[src/rtl/pp_decim_coeff_ctrl.sv]
// Runtime coefficient loader for the polyphase decimator: shadow-bank load, phase-aligned swap, flush mute.
// Optional build macro PP_COEFF_CHECKSUM_EN adds a trailing checksum word and the cfg_err pulse.
//
// state | meaning
// IDLE  | waiting for cfg_start
// LOAD  | accepting coefficient words into the shadow bank
// ARMED | full set held, waiting for the last-phase sample to swap
// FLUSH | new bank active, muting output while delay lines refill
module pp_decim_coeff_ctrl #(
    parameter int COEFF_WIDTH   = 16,
    parameter int N_COEFFS      = 3,
    parameter int DECIM_FACTOR  = 2,
    parameter int FLUSH_SAMPLES = 3
) (
    input  logic                            clk,
    input  logic                            arst_n,
    input  logic                            cfg_start,
    input  logic [COEFF_WIDTH-1:0]          cfg_data,
    input  logic                            cfg_valid,
    output logic                            cfg_ready,
    output logic                            cfg_busy,
    output logic                            cfg_done,
`ifdef PP_COEFF_CHECKSUM_EN
    output logic                            cfg_err,
`endif
    input  logic                            valid_in,
    input  logic                            bypass_req,
    output logic [N_COEFFS*COEFF_WIDTH-1:0] coeffs,
    output logic                            bypass,
    output logic                            mute
);

    localparam int PH_W = (DECIM_FACTOR > 1) ? $clog2(DECIM_FACTOR) : 1;
    localparam int FL_W = (FLUSH_SAMPLES > 1) ? $clog2(FLUSH_SAMPLES) : 1;
`ifdef PP_COEFF_CHECKSUM_EN
    localparam int N_WORDS = N_COEFFS + 1;
`else
    localparam int N_WORDS = N_COEFFS;
`endif
    localparam int IDX_W = $clog2(N_WORDS + 1);

    localparam logic [PH_W-1:0]  PH_LAST  = PH_W'(DECIM_FACTOR - 1);
    localparam logic [FL_W-1:0]  FL_LAST  = FL_W'(FLUSH_SAMPLES - 1);
    localparam logic [IDX_W-1:0] IDX_LAST = IDX_W'(N_COEFFS - 1);

    typedef enum logic [1:0] {IDLE, LOAD, ARMED, FLUSH} state_t;

    state_t                         state_q, state_d;
    logic [IDX_W-1:0]               idx_q;
    logic [PH_W-1:0]                phase_q;
    logic [FL_W-1:0]                flush_cnt_q;
    logic [COEFF_WIDTH-1:0]         shadow_q [N_COEFFS];
    logic [N_COEFFS*COEFF_WIDTH-1:0] active_q;
    logic                           mute_q, done_q, bypass_q;
    logic                           idx_clr, shadow_we, swap, flush_end;
`ifdef PP_COEFF_CHECKSUM_EN
    logic                           ck_fail, err_q;
    logic [COEFF_WIDTH-1:0]         ck_sum;

    always_comb begin
        ck_sum = '0;
        for (int k = 0; k < N_COEFFS; k++) ck_sum = ck_sum + shadow_q[k];
    end
`endif

    always_comb begin
        state_d   = state_q;
        idx_clr   = 1'b0;
        shadow_we = 1'b0;
        swap      = 1'b0;
        flush_end = 1'b0;
`ifdef PP_COEFF_CHECKSUM_EN
        ck_fail   = 1'b0;
`endif
        case (state_q)
            IDLE: begin
                if (cfg_start) begin
                    state_d = LOAD;
                    idx_clr = 1'b1;
                end
            end
            LOAD: begin
                // a restart beats a coincident handshake; that word is dropped
                if (cfg_start) begin
                    idx_clr = 1'b1;
                end else if (cfg_valid) begin
`ifdef PP_COEFF_CHECKSUM_EN
                    if (idx_q == IDX_W'(N_COEFFS)) begin
                        if (cfg_data == ck_sum) begin
                            state_d = ARMED;
                        end else begin
                            state_d = IDLE;
                            ck_fail = 1'b1;
                        end
                    end else begin
                        shadow_we = 1'b1;
                    end
`else
                    shadow_we = 1'b1;
                    if (idx_q == IDX_LAST) state_d = ARMED;
`endif
                end
            end
            ARMED: begin
                if (valid_in && phase_q == PH_LAST) begin
                    swap    = 1'b1;
                    state_d = FLUSH;
                end
            end
            FLUSH: begin
                if (valid_in && flush_cnt_q == FL_LAST) begin
                    flush_end = 1'b1;
                    state_d   = IDLE;
                end
            end
            default: state_d = IDLE;
        endcase
    end

    always_ff @(posedge clk or negedge arst_n) begin
        if (!arst_n) begin
            state_q     <= IDLE;
            idx_q       <= '0;
            phase_q     <= '0;
            flush_cnt_q <= '0;
            active_q    <= '0;
            mute_q      <= 1'b0;
            done_q      <= 1'b0;
            bypass_q    <= 1'b0;
            for (int k = 0; k < N_COEFFS; k++) shadow_q[k] <= '0;
`ifdef PP_COEFF_CHECKSUM_EN
            err_q       <= 1'b0;
`endif
        end else begin
            state_q  <= state_d;
            bypass_q <= bypass_req;
            done_q   <= flush_end;

            if (idx_clr)        idx_q <= '0;
            else if (shadow_we) idx_q <= idx_q + IDX_W'(1);

            for (int k = 0; k < N_COEFFS; k++) begin
                if (shadow_we && idx_q == IDX_W'(k)) shadow_q[k] <= cfg_data;
            end
`ifdef PP_COEFF_CHECKSUM_EN
            err_q <= ck_fail;
            if (ck_fail) begin
                for (int k = 0; k < N_COEFFS; k++) shadow_q[k] <= '0;
            end
`endif

            if (valid_in) phase_q <= (phase_q == PH_LAST) ? '0 : phase_q + PH_W'(1);

            if (swap) begin
                for (int k = 0; k < N_COEFFS; k++)
                    active_q[k*COEFF_WIDTH +: COEFF_WIDTH] <= shadow_q[k];
            end

            if (swap)                            flush_cnt_q <= '0;
            else if (state_q == FLUSH && valid_in) flush_cnt_q <= flush_cnt_q + FL_W'(1);

            if (swap)           mute_q <= 1'b1;
            else if (flush_end) mute_q <= 1'b0;
        end
    end

    assign cfg_ready = (state_q == LOAD);
    assign cfg_busy  = (state_q != IDLE);
    assign cfg_done  = done_q;
    assign coeffs    = active_q;
    assign bypass    = bypass_q;
    assign mute      = mute_q;
`ifdef PP_COEFF_CHECKSUM_EN
    assign cfg_err   = err_q;
`endif

endmodule

[config.mk]
export PLATFORM = sky130hd
export DESIGN_NAME = pp_decim_coeff_ctrl
export DESIGN_NICKNAME = d
export VERILOG_FILES = /design/src/rtl/pp_decim_coeff_ctrl.sv
export SDC_FILE = /design/constraint.sdc
export NUM_CORES = 1
export LEC_CHECK = 0
export CAP_MARGIN = 20
export CORE_MARGIN = 1
export CORE_UTILIZATION = 47
export DETAILED_ROUTE_END_ITERATION = 12
export PLACE_DENSITY = 0.85
export SYNTH_ARGS = -nofsm -noshare
export SYNTH_HDL_FRONTEND = slang
export SYNTH_SLANG_ARGS = --single-unit
[constraint.sdc]
create_clock -name clk -period 1.7 [get_ports clk]
set_clock_uncertainty 0.2 [all_clocks]
set_input_delay 0.17 -clock clk [delete_from_list [all_inputs] [get_ports clk]]
set_output_delay 0.17 -clock clk [all_outputs]
set_load 0.05 [all_outputs]
======== Word-level counts from Yosys, hierarchy flattened ========
Index checks and enable logic that the tools add are counted.
storage, ports and cells
  logic and storage cells ................. 63
  register bits after elaboration ......... 106
  output and inout bits ................... 53
  bits of input ports ..................... 22
operators by class
  equal/unequal tests ..................... 12
  add/subtract/negate cells ............... 3
  muxes and demuxes ....................... 23
  reductions and logical operators ........ 14
operators with widths
  cell                                                              count
  2-bit two-way mux                                                 10
  1-bit two-way mux                                                 12
  2-bit != test (second input constant)                             5
  2-bit == test (second input constant)                             4
  2-bit one-hot mux with 4 select lines                             1
  2-bit nonzero test                                                4
  1-bit logical AND                                                 6
  6-bit AND reduction                                               1
  2-bit by 1-bit adder with 2-bit output (second input constant)    2
  2-bit by 1-bit == test with 1-bit output (second input constant)  2
  2-bit zero test                                                   2
  2-bit by 1-bit != test with 1-bit output (second input constant)  1
  2-bit OR reduction                                                1
  1-bit adder (second input constant)                               1

======== Depth between registers and ports, before layout ========
  depth after elaboration ................. 6
  depth in mapped cells ................... 7
  depth with buffers taken out ............ 6

======== Least setup slack after synthesis ========
Ideal clock, no wire load.
  path type ............................... register to register
  start ................................... register state_q[1]
  end ..................................... register shadow_q[10] (netlist name)
  setup time .............................. 0.125 ns
  buffers on the path ..................... 1
  arrival ................................. 1.883 ns
  stages on the path, launching flop included .. 8
  clock period less this slack ............ 2.208 ns
  data required time ...................... 1.375 ns
  path slack .............................. -0.508 ns
  cells stage by stage .................... dfrtp_1 > inv_1 > ha_1 > nand2_1 > nor2_2 > nand2_2 > buf_6 > mux2_2
between the ends
  cells in the longest elaborated chain, start to end .. 3
RTL lines
  what                                      line  RTL
  from (decl)                               48    state_t state_q, state_d;
  from (signal assigned)                    135   state_q <= state_d;
  2-bit by 1-bit == test with 1-bit output  n/a
  named net cfg_ready                       20    output logic cfg_ready,
  1-bit two-way mux                         75    case (state_q)
  1-bit logical AND                         143   if (shadow_we && idx_q == IDX_W'(k)) shadow_q[k] <= cfg_data;
  to (signal, indexed assignment)           143
  to (decl)                                 52    logic [COEFF_WIDTH-1:0] shadow_q [N_COEFFS];
The timed path passes the listed nets, and every way through them passes these cells.
A chain may end at the register's enable or synchronous reset.

======== Final worst setup path ========
  start ................................... register state_q[0]
  end ..................................... register shadow_q[46] (netlist name)
between the ends
  cells in the longest elaborated chain, start to end .. 3
RTL lines
  what                                      line
  2-bit by 1-bit == test with 1-bit output  75
  1-bit two-way mux                         75
  1-bit logical AND                         143
No other way between the ends.

==> impl_metrics.csv <==
group,metric,value,unit
cts,numCtsBuffers,9,
cts,cts_tree,"done",
floorplanning,die_area,0.00917,mm2
global_route,grt_max_degree,107,
power,irDropWorstVdd,0.000989,V
worst_setup_path,startpoint_type,"register",
worst_hold_path,min_to,"bypass",
global_route,grt_pass1_wl,12200,um
layout,area_delta_synth_final,31.5,%
global_route,gr-total-overflow,0,
worst_setup_path,cp.arrival,1.84,ns
power,power,10.4,mW
worst_setup_path,end_kind,"register",
cts,numClockSinks,106,
routing,avgRoutedWirePerCell,16.4,um
global_route,grt_use_total,18.1,%
timing,hold_viol_final,0,
timing,slew_headroom,63.0,%
synthesis,synthCells,260,
synthesis,synth_edf_count,0,
cts,path_clk_slew,0.10,ns
worst_setup_path,timing.reg2reg.setup_slack,-0.1,ns
worst_setup_path,rr_startpoint,"state_q[0]",
routing,vias,2408,
placement,dpl.hpwl,5010,um
job,maxCapViolCount,0,
synthesis,synth_seq_cells,106,
cts,cts.path.max_buffers,2,
worst_hold_path,min_from,"bypass_req",
global_route,grt_pass1_vias,2460,
synthesis,synthTopCellsByArea,"dfrtp_1 (64%), mux2_2 (26%), ha_1 (2.7%)",
floorplanning,die_h,95.8,um
synthesis,syn_nets,291,
timing,setup_viol,98,
worst_setup_path,critPathRequiredTime,1.74,ns
routing,antenna_left,0,
global_route,antenna_found_initial,0,
floorplanning,pin_count,75,
timing,rsz0062_at_grt,"true",
routing,firstDrtPassIters,4,
layout,n_antenna_cell,0,
routing,route.detailed.drc,0,
timing,fin_crit_sh,106,%
outcome,status,"finished with violations",
timing,finalMaxSlewViolations,0,
worst_setup_path,critPathKind,"register to register",
timing,worst_slack,-0.0994,ns
power,power-per-cell-area,1920,mW/mm2
cts,root_buffer,"clkbuf_8",
synthesis,netlist_top_cells_count,"dfrtp_1 (106), mux2_2 (96), ha_1 (9), inv_1 (9)",
timing,fmax,556,MHz
synthesis,synthArstFlopShare,100,%
floorplanning,dieWidth,95.8,um
synthesis,syn_area_per_cell,15.9,um2
routing,drt_iter0_drc,53,
synthesis,synth_area,0.00413,mm2
synthesis,ys.flop_type,"dfrtp_1",
worst_hold_path,hold_depth,1,
synthesis,synth_top_area_cell,"dfrtp_1",
synthesis,ys_seq_area_share,64.2,%
placement,gp_congestion,0.766,
cts,ctsHtreeMaxLevel,3,
timing,worst_pin_slew,0.555,ns
timing,setup_tns,-5.22,ns
floorplanning,start_util,49.3,%
layout,postLayoutCoreUtil,64.8,%
timing,fin_crit,1.80,ns
power,p_leak,2.67,nW
synthesis,synth.top_cell.area_share,64.2,%
routing,wl,7750,um
synthesis,yosysMostFrequentCell,"dfrtp_1",
synthesis,yosys.cell_types.count,24,
layout,nFillCells,627,
cts,worstSkewPairLatency,0.35,ns
layout,nets,394,
placement,port_buffers,74,
worst_setup_path,crit_fanout,8,
worst_hold_path,worst_hold_path_type,"input pin to register",
layout,drive_above_1_share,56.3,%
outcome,violations,"negative setup slack",
layout,multi_input_area,0.00152,mm2
worst_setup_path,r2r_end,"shadow_q[46]",
worst_setup_path,r2r_cells,7,
floorplanning,coreArea,0.00838,mm2
layout,seq_area,0.00265,mm2
floorplanning,rows,33,
routing,vias_per_cell,5.09,
synthesis,yosys_warnings,0,
sequential cells by signal, indices dropped and copies added, names as in the netlist:
signal       cells
idx_q            2
flush_cnt_q      2
bypass           1
shadow_q        48
phase_q          1
cfg_done         1
coeffs          48
mute             1
state_q          2
logic make-up (layout without fill, tap and decap cells):
logic type	Yosys count	count (layout)	share of synthesized area (%)
multiplexers	99	99	27.0
buffers and inverters	18	124	2.18
AO/OA/AOI/OAI	8	8	1.21
adder cells (fa/ha/maj)	9	9	2.72
AND/OR/NAND/NOR	18	20	2.27
XOR/XNOR	2	2	0.424
flip-flops	106	106	64.2
what timing repair did:
action / CTS / global route
setup endpoints to repair: 99 / 100
pin swaps: 5 / 3
gates resized for setup: 12 / 3
setup buffers: 2 / 2
cloned: 1 / 2
hold buffers: 1 / 0
endpoints found under the hold margin: 106 / 0
critical path: stages, from the launching register on:
cell	delay (ns)
dfrtp_1	0.43
buf_4	0.16
ha_4	0.18
nand2_4	0.08
nor2_4	0.05
buf_12	0.14
nand2_8	0.11
mux2_2	0.35
cells in the final DEF, fill, tap and decap left out:
| cell type | netlist | layout |
|---|---|---|
| dfrtp_1 | 106 | 106 |
| mux2_2 | 96 | 96 |
| buf_4 | 0 | 69 |
| clkdlybuf4s50_1 | 0 | 20 |
| clkbuf_8 | 0 | 9 |
| buf_12 | 0 | 7 |
| inv_1 | 9 | 6 |
| inv_2 | 1 | 4 |
| o21ai_0 | 4 | 4 |
| nand2_8 | 0 | 4 |
| nand2_1 | 6 | 4 |
| ha_1 | 9 | 4 |
| nand3_1 | 4 | 3 |
| ha_2 | 0 | 3 |
| nor2_1 | 2 | 2 |
| mux2i_1 | 2 | 2 |
| ha_4 | 0 | 2 |
| clkinv_4 | 0 | 2 |
| and3_1 | 1 | 1 |
| nand3_4 | 0 | 1 |
| nand2_2 | 2 | 1 |
| xnor2_1 | 1 | 1 |
| and2_1 | 1 | 1 |
| nand2_4 | 0 | 1 |
| nor2_4 | 0 | 1 |
| a222oi_1 | 1 | 1 |
| nand4_2 | 1 | 1 |
| mux2_4 | 1 | 1 |
| o32ai_1 | 1 | 1 |
| xor2_1 | 1 | 1 |
| a21oi_1 | 1 | 1 |
| a31oi_1 | 1 | 1 |
| clkinv_2 | 0 | 1 |
| inv_6 | 0 | 1 |
| inv_8 | 0 | 1 |
| clkbuf_1 | 0 | 1 |
| bufinv_16 | 0 | 1 |
| buf_16 | 0 | 1 |
| dlygate4sd3_1 | 0 | 1 |
worst max path at each step:
stage / to / cells after the start / startpoint
6_report: shadow_q[46] / 7 / state_q[0]
5_1_grt: shadow_q[36] / 7 / state_q[0]
4_1_cts: cfg_busy / 5 / state_q[0]
3_5_place_dp: shadow_q[3] / 5 / cfg_valid
3_3_place_gp: shadow_q[11] / 5 / cfg_valid
2_1_floorplan: shadow_q[10] / 7 / state_q[1]
final cells by class:
class                           count  share of cell area [%]
Clock buffer                       10                    2.35
Inverter                           10                   0.691
Tap cell                          105                    2.42
Multi-Input combinational cell    138                    27.9
Clock inverter                      6                    1.34
Sequential cell                   106                    48.8
Timing Repair Buffer               98                    16.5
report_power, final:
| part | total, mW | internal [mW] | leakage (nW) | switching, mW |
|---|---|---|---|---|
| registers | 4.03 | 3.48 | 1.36 | 0.550 |
| logic | 4.88 | 2.05 | 1.21 | 2.83 |
| clock network | 1.53 | 0.700 | 0.103 | 0.826 |
per-layer routing:
| metal | part of all wire [%] | global-route usage, % | up-vias | wire length, um |
|---|---|---|---|---|
| met5 | 0 | 0 | - | 0 |
| met4 | 1.4 | 6.84 | 0 | 108 |
| met3 | 3.0 | 2.61 | 9 | 234 |
| met2 | 51 | 31.1 | 45 | 3970 |
| met1 | 44 | 23.2 | 1229 | 3440 |
| li1 | - | - | 1125 | - |
metrics by stage:
step	instance area, um2	std cells	worst slack [ns]	hold WS, ns
2_1_floorplan	4180	260	-0.0951	-0.326
3_3_place_gp	5060	449	-0.132	0.0742
3_5_place_dp	5060	449	-0.148	0.0754
4_1_cts	5370	469	-0.0894	0.0319
5_1_grt	5440	473	-0.156	0.0348
6_report	5440	473	-0.0994	0.0466
Note: power is estimated with default switching activity, not from simulation.
